<file path="src/rtl/cpu_types_pkg.sv">
// Shared CPU types used by the memory arbiter.
//   ramstate_t : RAM status reported back to the arbiter
//   owner_t    : which requester currently holds the RAM port
//   word_t     : native CPU data word
package cpu_types_pkg;

  typedef enum logic [1:0] {
    FREE   = 2'd0,
    BUSY   = 2'd1,
    ACCESS = 2'd2,
    ERROR  = 2'd3
  } ramstate_t;

  typedef enum logic [1:0] {
    NONE = 2'd0,
    INST = 2'd1,
    DATA = 2'd2
  } owner_t;

  localparam int WORD_W   = 32;
  localparam int STARVE_W = 4;

  typedef logic [WORD_W-1:0] word_t;

endpackage

</file>
<file path="src/rtl/mem_arbiter_if.sv">
// Bus bundle between the pipeline requesters, the arbiter and the RAM.
//   requester side : iREN/iaddr/iwait/iload, dREN/dWEN/daddr/dstore/dwait/dload
//   RAM side       : ramREN/ramWEN/ramaddr/ramstore/ramload/ramstate
//   debug          : owner
// slave  = arbiter view, master = environment (pipeline + RAM) view.
interface mem_arbiter_if
  import cpu_types_pkg::*;
#(
  parameter int ADDR_W = 32,
  parameter int DATA_W = 32
);
  logic              iREN;
  logic [ADDR_W-1:0] iaddr;
  logic              iwait;
  logic [DATA_W-1:0] iload;

  logic              dREN;
  logic              dWEN;
  logic [ADDR_W-1:0] daddr;
  logic [DATA_W-1:0] dstore;
  logic              dwait;
  logic [DATA_W-1:0] dload;

  logic              ramREN;
  logic              ramWEN;
  logic [ADDR_W-1:0] ramaddr;
  logic [DATA_W-1:0] ramstore;
  logic [DATA_W-1:0] ramload;
  ramstate_t         ramstate;

  owner_t            owner;

  modport slave (
    input  iREN, iaddr, dREN, dWEN, daddr, dstore, ramload, ramstate,
    output iwait, iload, dwait, dload, ramREN, ramWEN, ramaddr, ramstore, owner
  );

  modport master (
    output iREN, iaddr, dREN, dWEN, daddr, dstore, ramload, ramstate,
    input  iwait, iload, dwait, dload, ramREN, ramWEN, ramaddr, ramstore, owner
  );

endinterface

</file>
<file path="src/rtl/starve_counter.sv">
// Saturating count of consecutive data completions seen while a fetch waits.
//   CLK, nRST : clock, async active-low reset
//   inc       : count one data completion (ignored once saturated)
//   clr       : clear; wins over inc
//   full      : count has reached STARVE_MAX
module starve_counter
  import cpu_types_pkg::*;
#(
  parameter int STARVE_MAX = 4
) (
  input  logic CLK,
  input  logic nRST,
  input  logic inc,
  input  logic clr,
  output logic full
);

  logic [STARVE_W-1:0] cnt;

  assign full = (cnt == STARVE_W'(STARVE_MAX));

  always_ff @(posedge CLK or negedge nRST) begin
    if (!nRST) begin
      cnt <= '0;
    end else if (clr) begin
      cnt <= '0;
    end else if (inc && !full) begin
      cnt <= cnt + 1'b1;
    end
  end

endmodule

</file>
<file path="src/rtl/mem_arbiter.sv">
// Single-port RAM arbiter between instruction fetch and data memory.
// Data wins by default; after STARVE_MAX data completions with a fetch
// pending, the next grant is forced to the fetch. A granted transaction
// is latched and replayed to the RAM until it reports ACCESS.
//   CLK, nRST : clock, async active-low reset
//   bus       : requester, RAM and debug signals (slave modport)
//
// state | meaning
// NONE  | port free; live winner drives the RAM this cycle
// INST  | fetch in flight, RAM driven from txn_* latches
// DATA  | data access in flight, RAM driven from txn_* latches
module mem_arbiter
  import cpu_types_pkg::*;
#(
  parameter int ADDR_W     = 32,
  parameter int DATA_W     = 32,
  parameter int STARVE_MAX = 4
) (
  input  logic          CLK,
  input  logic          nRST,
  mem_arbiter_if.slave  bus
);

  owner_t            owner_q, owner_n, cur_owner;
  logic [ADDR_W-1:0] txn_addr;
  logic [DATA_W-1:0] txn_store;
  logic              txn_wen;

  logic              d_req, grant_inst, grant_data, grant;
  logic              ram_ren, ram_wen, done, i_done, d_done;
  logic [ADDR_W-1:0] ram_addr;
  logic [DATA_W-1:0] ram_store;
  logic              starve_full;

  // Arbitration only happens while the port is free. Gating with nRST keeps
  // the RAM quiet during reset even though requests may still be present.
  always_comb begin
    d_req      = bus.dREN | bus.dWEN;
    grant_inst = 1'b0;
    grant_data = 1'b0;
    if (nRST && (owner_q == NONE)) begin
      grant_inst = bus.iREN && (!d_req || starve_full);
      grant_data = d_req && !grant_inst;
    end
    grant = grant_inst | grant_data;
  end

  // State register
  always_ff @(posedge CLK or negedge nRST) begin
    if (!nRST) begin
      owner_q <= NONE;
    end else begin
      owner_q <= owner_n;
    end
  end

  // Next-state logic; a grant that completes in its own cycle never leaves NONE
  always_comb begin
    owner_n = owner_q;
    unique case (owner_q)
      NONE: begin
        if (grant && !done) begin
          owner_n = cur_owner;
        end
      end
      INST, DATA: begin
        if (done) begin
          owner_n = NONE;
        end
      end
      default: owner_n = NONE;
    endcase
  end

  // Output logic: RAM mux and requester handshakes
  always_comb begin
    ram_ren   = 1'b0;
    ram_wen   = 1'b0;
    ram_addr  = '0;
    ram_store = '0;
    cur_owner = owner_q;
    if (owner_q == INST || owner_q == DATA) begin
      ram_ren   = !txn_wen;
      ram_wen   = txn_wen;
      ram_addr  = txn_addr;
      ram_store = txn_store;
    end else if (grant_data) begin
      cur_owner = DATA;
      ram_ren   = !bus.dWEN;
      ram_wen   = bus.dWEN;
      ram_addr  = bus.daddr;
      ram_store = bus.dWEN ? bus.dstore : '0;
    end else if (grant_inst) begin
      cur_owner = INST;
      ram_ren   = 1'b1;
      ram_addr  = bus.iaddr;
    end

    done   = (ram_ren | ram_wen) && (bus.ramstate == ACCESS);
    i_done = done && (cur_owner == INST);
    d_done = done && (cur_owner == DATA);
  end

  // A dropped request still completes, but its result is not handed back
  assign bus.ramREN   = ram_ren;
  assign bus.ramWEN   = ram_wen;
  assign bus.ramaddr  = ram_addr;
  assign bus.ramstore = ram_store;
  assign bus.iwait    = bus.iREN && !i_done;
  assign bus.dwait    = d_req && !d_done;
  assign bus.iload    = (i_done && bus.iREN) ? bus.ramload : '0;
  assign bus.dload    = (d_done && bus.dREN) ? bus.ramload : '0;
  assign bus.owner    = owner_q;

  // Capture the winning request so later cycles ignore live input changes
  always_ff @(posedge CLK or negedge nRST) begin
    if (!nRST) begin
      txn_addr  <= '0;
      txn_store <= '0;
      txn_wen   <= 1'b0;
    end else if (grant) begin
      txn_addr  <= ram_addr;
      txn_store <= ram_store;
      txn_wen   <= ram_wen;
    end
  end

  starve_counter #(
    .STARVE_MAX (STARVE_MAX)
  ) u_starve (
    .CLK  (CLK),
    .nRST (nRST),
    .inc  (d_done && bus.iREN),
    .clr  (grant_inst || (d_done && !bus.iREN)),
    .full (starve_full)
  );

endmodule

</file>
<file path="src/flat_wrapper.sv">
// flat-port wrapper written by rule: the top's interface ports become plain ports
module mem_arbiter_flat import cpu_types_pkg::*;
#(
  parameter int ADDR_W     = 32,
  parameter int DATA_W     = 32,
  parameter int STARVE_MAX = 4
)
  (CLK, nRST, bus_iREN, bus_iaddr, bus_dREN, bus_dWEN, bus_daddr, bus_dstore, bus_ramload, bus_ramstate, bus_iwait, bus_iload, bus_dwait, bus_dload, bus_ramREN, bus_ramWEN, bus_ramaddr, bus_ramstore, bus_owner);
  mem_arbiter_if #(.ADDR_W(ADDR_W), .DATA_W(DATA_W)) bus_i ();
  input  logic CLK;
  input  logic nRST;
  input wire logic [$bits(bus_i.iREN)-1:0] bus_iREN;
  input wire logic [$bits(bus_i.iaddr)-1:0] bus_iaddr;
  input wire logic [$bits(bus_i.dREN)-1:0] bus_dREN;
  input wire logic [$bits(bus_i.dWEN)-1:0] bus_dWEN;
  input wire logic [$bits(bus_i.daddr)-1:0] bus_daddr;
  input wire logic [$bits(bus_i.dstore)-1:0] bus_dstore;
  input wire logic [$bits(bus_i.ramload)-1:0] bus_ramload;
  input wire logic [$bits(bus_i.ramstate)-1:0] bus_ramstate;
  output wire logic [$bits(bus_i.iwait)-1:0] bus_iwait;
  output wire logic [$bits(bus_i.iload)-1:0] bus_iload;
  output wire logic [$bits(bus_i.dwait)-1:0] bus_dwait;
  output wire logic [$bits(bus_i.dload)-1:0] bus_dload;
  output wire logic [$bits(bus_i.ramREN)-1:0] bus_ramREN;
  output wire logic [$bits(bus_i.ramWEN)-1:0] bus_ramWEN;
  output wire logic [$bits(bus_i.ramaddr)-1:0] bus_ramaddr;
  output wire logic [$bits(bus_i.ramstore)-1:0] bus_ramstore;
  output wire logic [$bits(bus_i.owner)-1:0] bus_owner;
  assign bus_i.iREN = bus_iREN;
  assign bus_i.iaddr = bus_iaddr;
  assign bus_i.dREN = bus_dREN;
  assign bus_i.dWEN = bus_dWEN;
  assign bus_i.daddr = bus_daddr;
  assign bus_i.dstore = bus_dstore;
  assign bus_i.ramload = bus_ramload;
  assign bus_i.ramstate = bus_ramstate;
  assign bus_iwait = bus_i.iwait;
  assign bus_iload = bus_i.iload;
  assign bus_dwait = bus_i.dwait;
  assign bus_dload = bus_i.dload;
  assign bus_ramREN = bus_i.ramREN;
  assign bus_ramWEN = bus_i.ramWEN;
  assign bus_ramaddr = bus_i.ramaddr;
  assign bus_ramstore = bus_i.ramstore;
  assign bus_owner = bus_i.owner;
  mem_arbiter #(.ADDR_W(ADDR_W), .DATA_W(DATA_W), .STARVE_MAX(STARVE_MAX)) u_core (.CLK(CLK), .nRST(nRST), .bus(bus_i));
endmodule
</file>
<file path="config.mk">
export PLATFORM = sky130hd
export DESIGN_NAME = mem_arbiter_flat
export DESIGN_NICKNAME = d
export VERILOG_FILES = /design/src/rtl/cpu_types_pkg.sv /design/src/rtl/mem_arbiter_if.sv /design/src/rtl/starve_counter.sv /design/src/rtl/mem_arbiter.sv /design/src/flat_wrapper.sv
export SDC_FILE = /design/constraint.sdc
export NUM_CORES = 1
export LEC_CHECK = 0
export CAP_MARGIN = 10
export CORE_ASPECT_RATIO = 1.2
export CORE_MARGIN = 10
export CORE_UTILIZATION = 39
export DETAILED_ROUTE_END_ITERATION = 8
export HOLD_SLACK_MARGIN = 0.12
export PLACE_DENSITY = 0.82
export SLEW_MARGIN = 10
export SYNTH_ARGS = -nofsm -noshare
export SYNTH_HDL_FRONTEND = slang
export SYNTH_SLANG_ARGS = --single-unit
export TNS_END_PERCENT = 100
</file>
<file path="constraint.sdc">
create_clock -name CLK -period 2.5 [get_ports CLK]
set_input_delay 0.375 -clock CLK [delete_from_list [all_inputs] [get_ports CLK]]
set_output_delay 0.375 -clock CLK [all_outputs]
set_load 0.03 [all_outputs]
</file>
==> results_dict.tcl <==
set metrics [dict create \
    maxSlewViolCount 0 \
    synth.most_common_cell "dfrtp_1" \
    layout-drive-gt1-share_pct 46.4 \
    first_iter_violations 705 \
    grt_pass1_vias 6039 \
    gr-total-overflow 0 \
    setup_viol 132 \
    syn_nets 622 \
    drtAntennaViolNets 0 \
    worst_slew_pin_slew_ps 952 \
    cts_buffers 9 \
    synth_commonest_cells "dfrtp_1 (71), a21o_1 (67), a22o_1 (65)" \
    vias 6352 \
    critical_path_class "reg2out" \
    finalSetupTns_ps -22760 \
    critPathSlowestCell "dfrtp_2" \
    grt_max_degree 73 \
    fin_nets 948 \
    yosys.area.top_type "dfrtp_1" \
    relSlewSlack_pct 36.5 \
    synth.avg_cell_area_um2 9.66 \
    grtUsageTotal_pct 25.9 \
    path_common_cell "buf_6" \
    die_y_um 140 \
    cellLeakagePower_uw 0.00452 \
    cts_tree "done" \
    io_buffers 268 \
    area_growth_pct 108 \
    cp_cell_sequence "inv_2, ha_4, nand3b_1, buf_6, o211ai_4, a211oi_4, buf_12, and3_4, buf_6" \
    rsz0062_at_grt "yes" \
    synthDistinctLibCells 42 \
    worstSkewPairLatency_ps 340 \
    worstRegToRegCells 10 \
    rows 43 \
    p_int_uw 5510 \
    yosysTopAreaCellShare_pct 38.0 \
    place_inst 904 \
    netlist_area_mm2 0.00467 \
    period_needed_ps 2780 \
    hpwl_mm 15.6 \
    path_clk_slew_ps 60 \
    ys.flop_type "dfrtp_1" \
    cts_htree_levels 3 \
    gp_congestion 0.832 \
    die_area_mm2 0.0168 \
    crit_arrival_ps 2410 \
    pwr-share-clk_pct 11.6 \
    crit_family "buffers and inverters" \
    stdcell_count 974 \
    die_w_um 120 \
    hold_viol_final 0 \
    timing.fmax_mhz 360 \
    peakVddDrop_uv 706 \
    p_sw_share_pct 44.5 \
    cpPeakStageDelay_ps 380 \
    synth_edf_count 0 \
    worstPathRequired_ps 2120 \
    postSynthCellCount 484 \
    worst_clock_skew_ps 6.64 \
    start_util_pct 40.2 \
    dr.pass1.iters 5 \
    pwr-share-comb_pct 67.4 \
    violations "negative setup slack" \
    cts_sinks 71 \
    ys_seq_area_share_pct 38.0 \
    yosysWarnings 0 \
    pin_count 269 \
    power_density_mw_per_mm2 1020 \
    wl_mm 28.8 \
    fp.coreArea_mm2 0.0116 \
    synth_area_leaders "dfrtp_1 (38%), a22o_1 (12%), a21o_1 (11%)" \
    antenna_found_initial 2 \
    ys_seq_elements 71 \
    worstPathMaxFanout 17 \
    crit_buf_inv 4 \
    cts_buffer_depth 2 \
    cp.depth 9 \
    drc_errors 0 \
    cts_root_buffer "clkbuf_16" \
    end_kind "output pin" \
    grt_pass1_wl_mm 34.9 \
    p_sw_uw 4420 \
    start_kind "flop" \
    worstHoldPathType "in2async" \
    post-route-period-util_pct 111 \
    pwr-share-seq_pct 21.0 \
    wl_per_cell_um 29.6 \
    timing.final.ws_setup_ps -281 \
    post_drt_via_cell_ratio 6.52 \
    async_flop_share_pct 100 \
    maxCapViolCount 0 \
    status "finished, violations left" \
]
[state kept, by name (all words and copies together), names as in the netlist]
register             count
u_core.txn_addr         32
u_core.txn_store        32
u_core.u_starve.cnt      4
u_core.bus.owner         2
u_core.txn_wen           1
[worst paths after layout]
check	startpoint	endpoint	slack, ps
worst max-delay path	u_core.bus.owner[1]	bus_iload[6]	-280
worst min-delay path	nRST	u_core.txn_addr[17]	340
worst max register to register	u_core.bus.owner[1]	u_core.txn_store[19]	230
worst min register to register	u_core.txn_addr[1]	u_core.txn_addr[1]	480
max in group asynchronous	nRST	u_core.txn_store[15]	1520
min in group CLK	u_core.txn_addr[1]	u_core.txn_addr[1]	480
[cells by family (layout without fill, tap and decap cells)]
logic type / count (synthesis) / after routing / synth area share, %
other: 0 / 2 / 0
and+or+nand+nor: 92 / 92 / 13.2
DFF: 71 / 71 / 38.0
AOI/OAI and AO/OA: 250 / 251 / 40.9
adders and majority gates: 3 / 3 / 0.803
buffers and inverters: 68 / 398 / 7.10
[power groups by stage]
stage	logic [µW]	registers, µW	clock network (µW)
3_5_place_dp	4970	2010	0
4_1_cts	5510	2000	1150
3_3_place_gp	4850	1980	0
6_report	6700	2090	1150
5_1_grt	6890	2110	1200
2_1_floorplan	2870	1950	0
[worst reg2reg max path, stage by stage (launching register included)]
cell and delay (ps):
dfrtp_2 420, inv_2 90, ha_4 220, nand3b_1 270, buf_12 200, nor3_4 190
buf_4 160, buf_6 100, buf_4 230, buf_4 180, a22o_1 140
[final cells by class]
type                       count  area [µm²]
timing repair buffer         375        4120
multi-input combinational    346        3360
fill                         586        1880
sequential                    71        1780
clock buffer                  11         233
tap                          157         196
inverter                       7        26.3
clock inverter                 5        25.0
antenna                        2        5.00
[metrics by stage]
| stage | hold slack, ps | util, % | cell area [µm²] | setup WS, ps | power, µW |
|---|---|---|---|---|---|
| floorplan | 79.4 | - | 4860 | -41.6 | 4830 |
| global placement | 191 | 67.1 | 7800 | -253 | 6830 |
| detailed placement | 193 | 67.1 | 7800 | -390 | 6970 |
| CTS | 368 | 76.1 | 8840 | -169 | 8660 |
| global route | 427 | 83.8 | 9740 | -293 | 10200 |
| finish | 337 | 83.8 | 9740 | -281 | 9940 |
[per-layer routing]
layer	part of all wire [%]	vias to the layer above	routed length, µm	GRT usage [%]
met1	36	3104	10300	27.6
met3	9.7	137	2800	7.08
met5	0	-	0	0
met4	5.6	0	1600	10.5
met2	49	555	14100	47.0
li1	-	2556	-	-
[what timing repair did]
action	4_1_cts	5_1_grt
pin swaps	23	42
gates resized for setup	138	115
hold buffers	1	0
hold endpoints to repair	2	0
endpoints found under the setup margin	132	132
gates cloned	6	10
buffers inserted	16	22
[cells in the final DEF, fill, tap and decap left out, types with 2 or more instances in the layout]
cell	instances
a211oi_4	2
a21o_1	67
a21oi_1	4
a21oi_2	14
a21oi_4	19
a22o_1	64
a31oi_1	2
a31oi_2	2
a32o_1	2
and3_1	2
and3_4	32
and3b_2	3
buf_12	26
buf_16	3
buf_4	90
buf_6	108
buf_8	3
clkbuf_1	2
clkbuf_16	18
clkdlybuf4s50_1	133
clkinv_2	5
dfrtp_1	69
dfrtp_2	2
diode_2	2
ha_4	2
inv_1	2
inv_2	5
nand3_1	4
nand3b_1	3
nor2_1	2
nor2_4	2
nor3_1	3
nor3b_2	15
nor3b_4	17
o211ai_1	64
o211ai_4	2
Note: power is estimated with default switching activity, not from simulation.
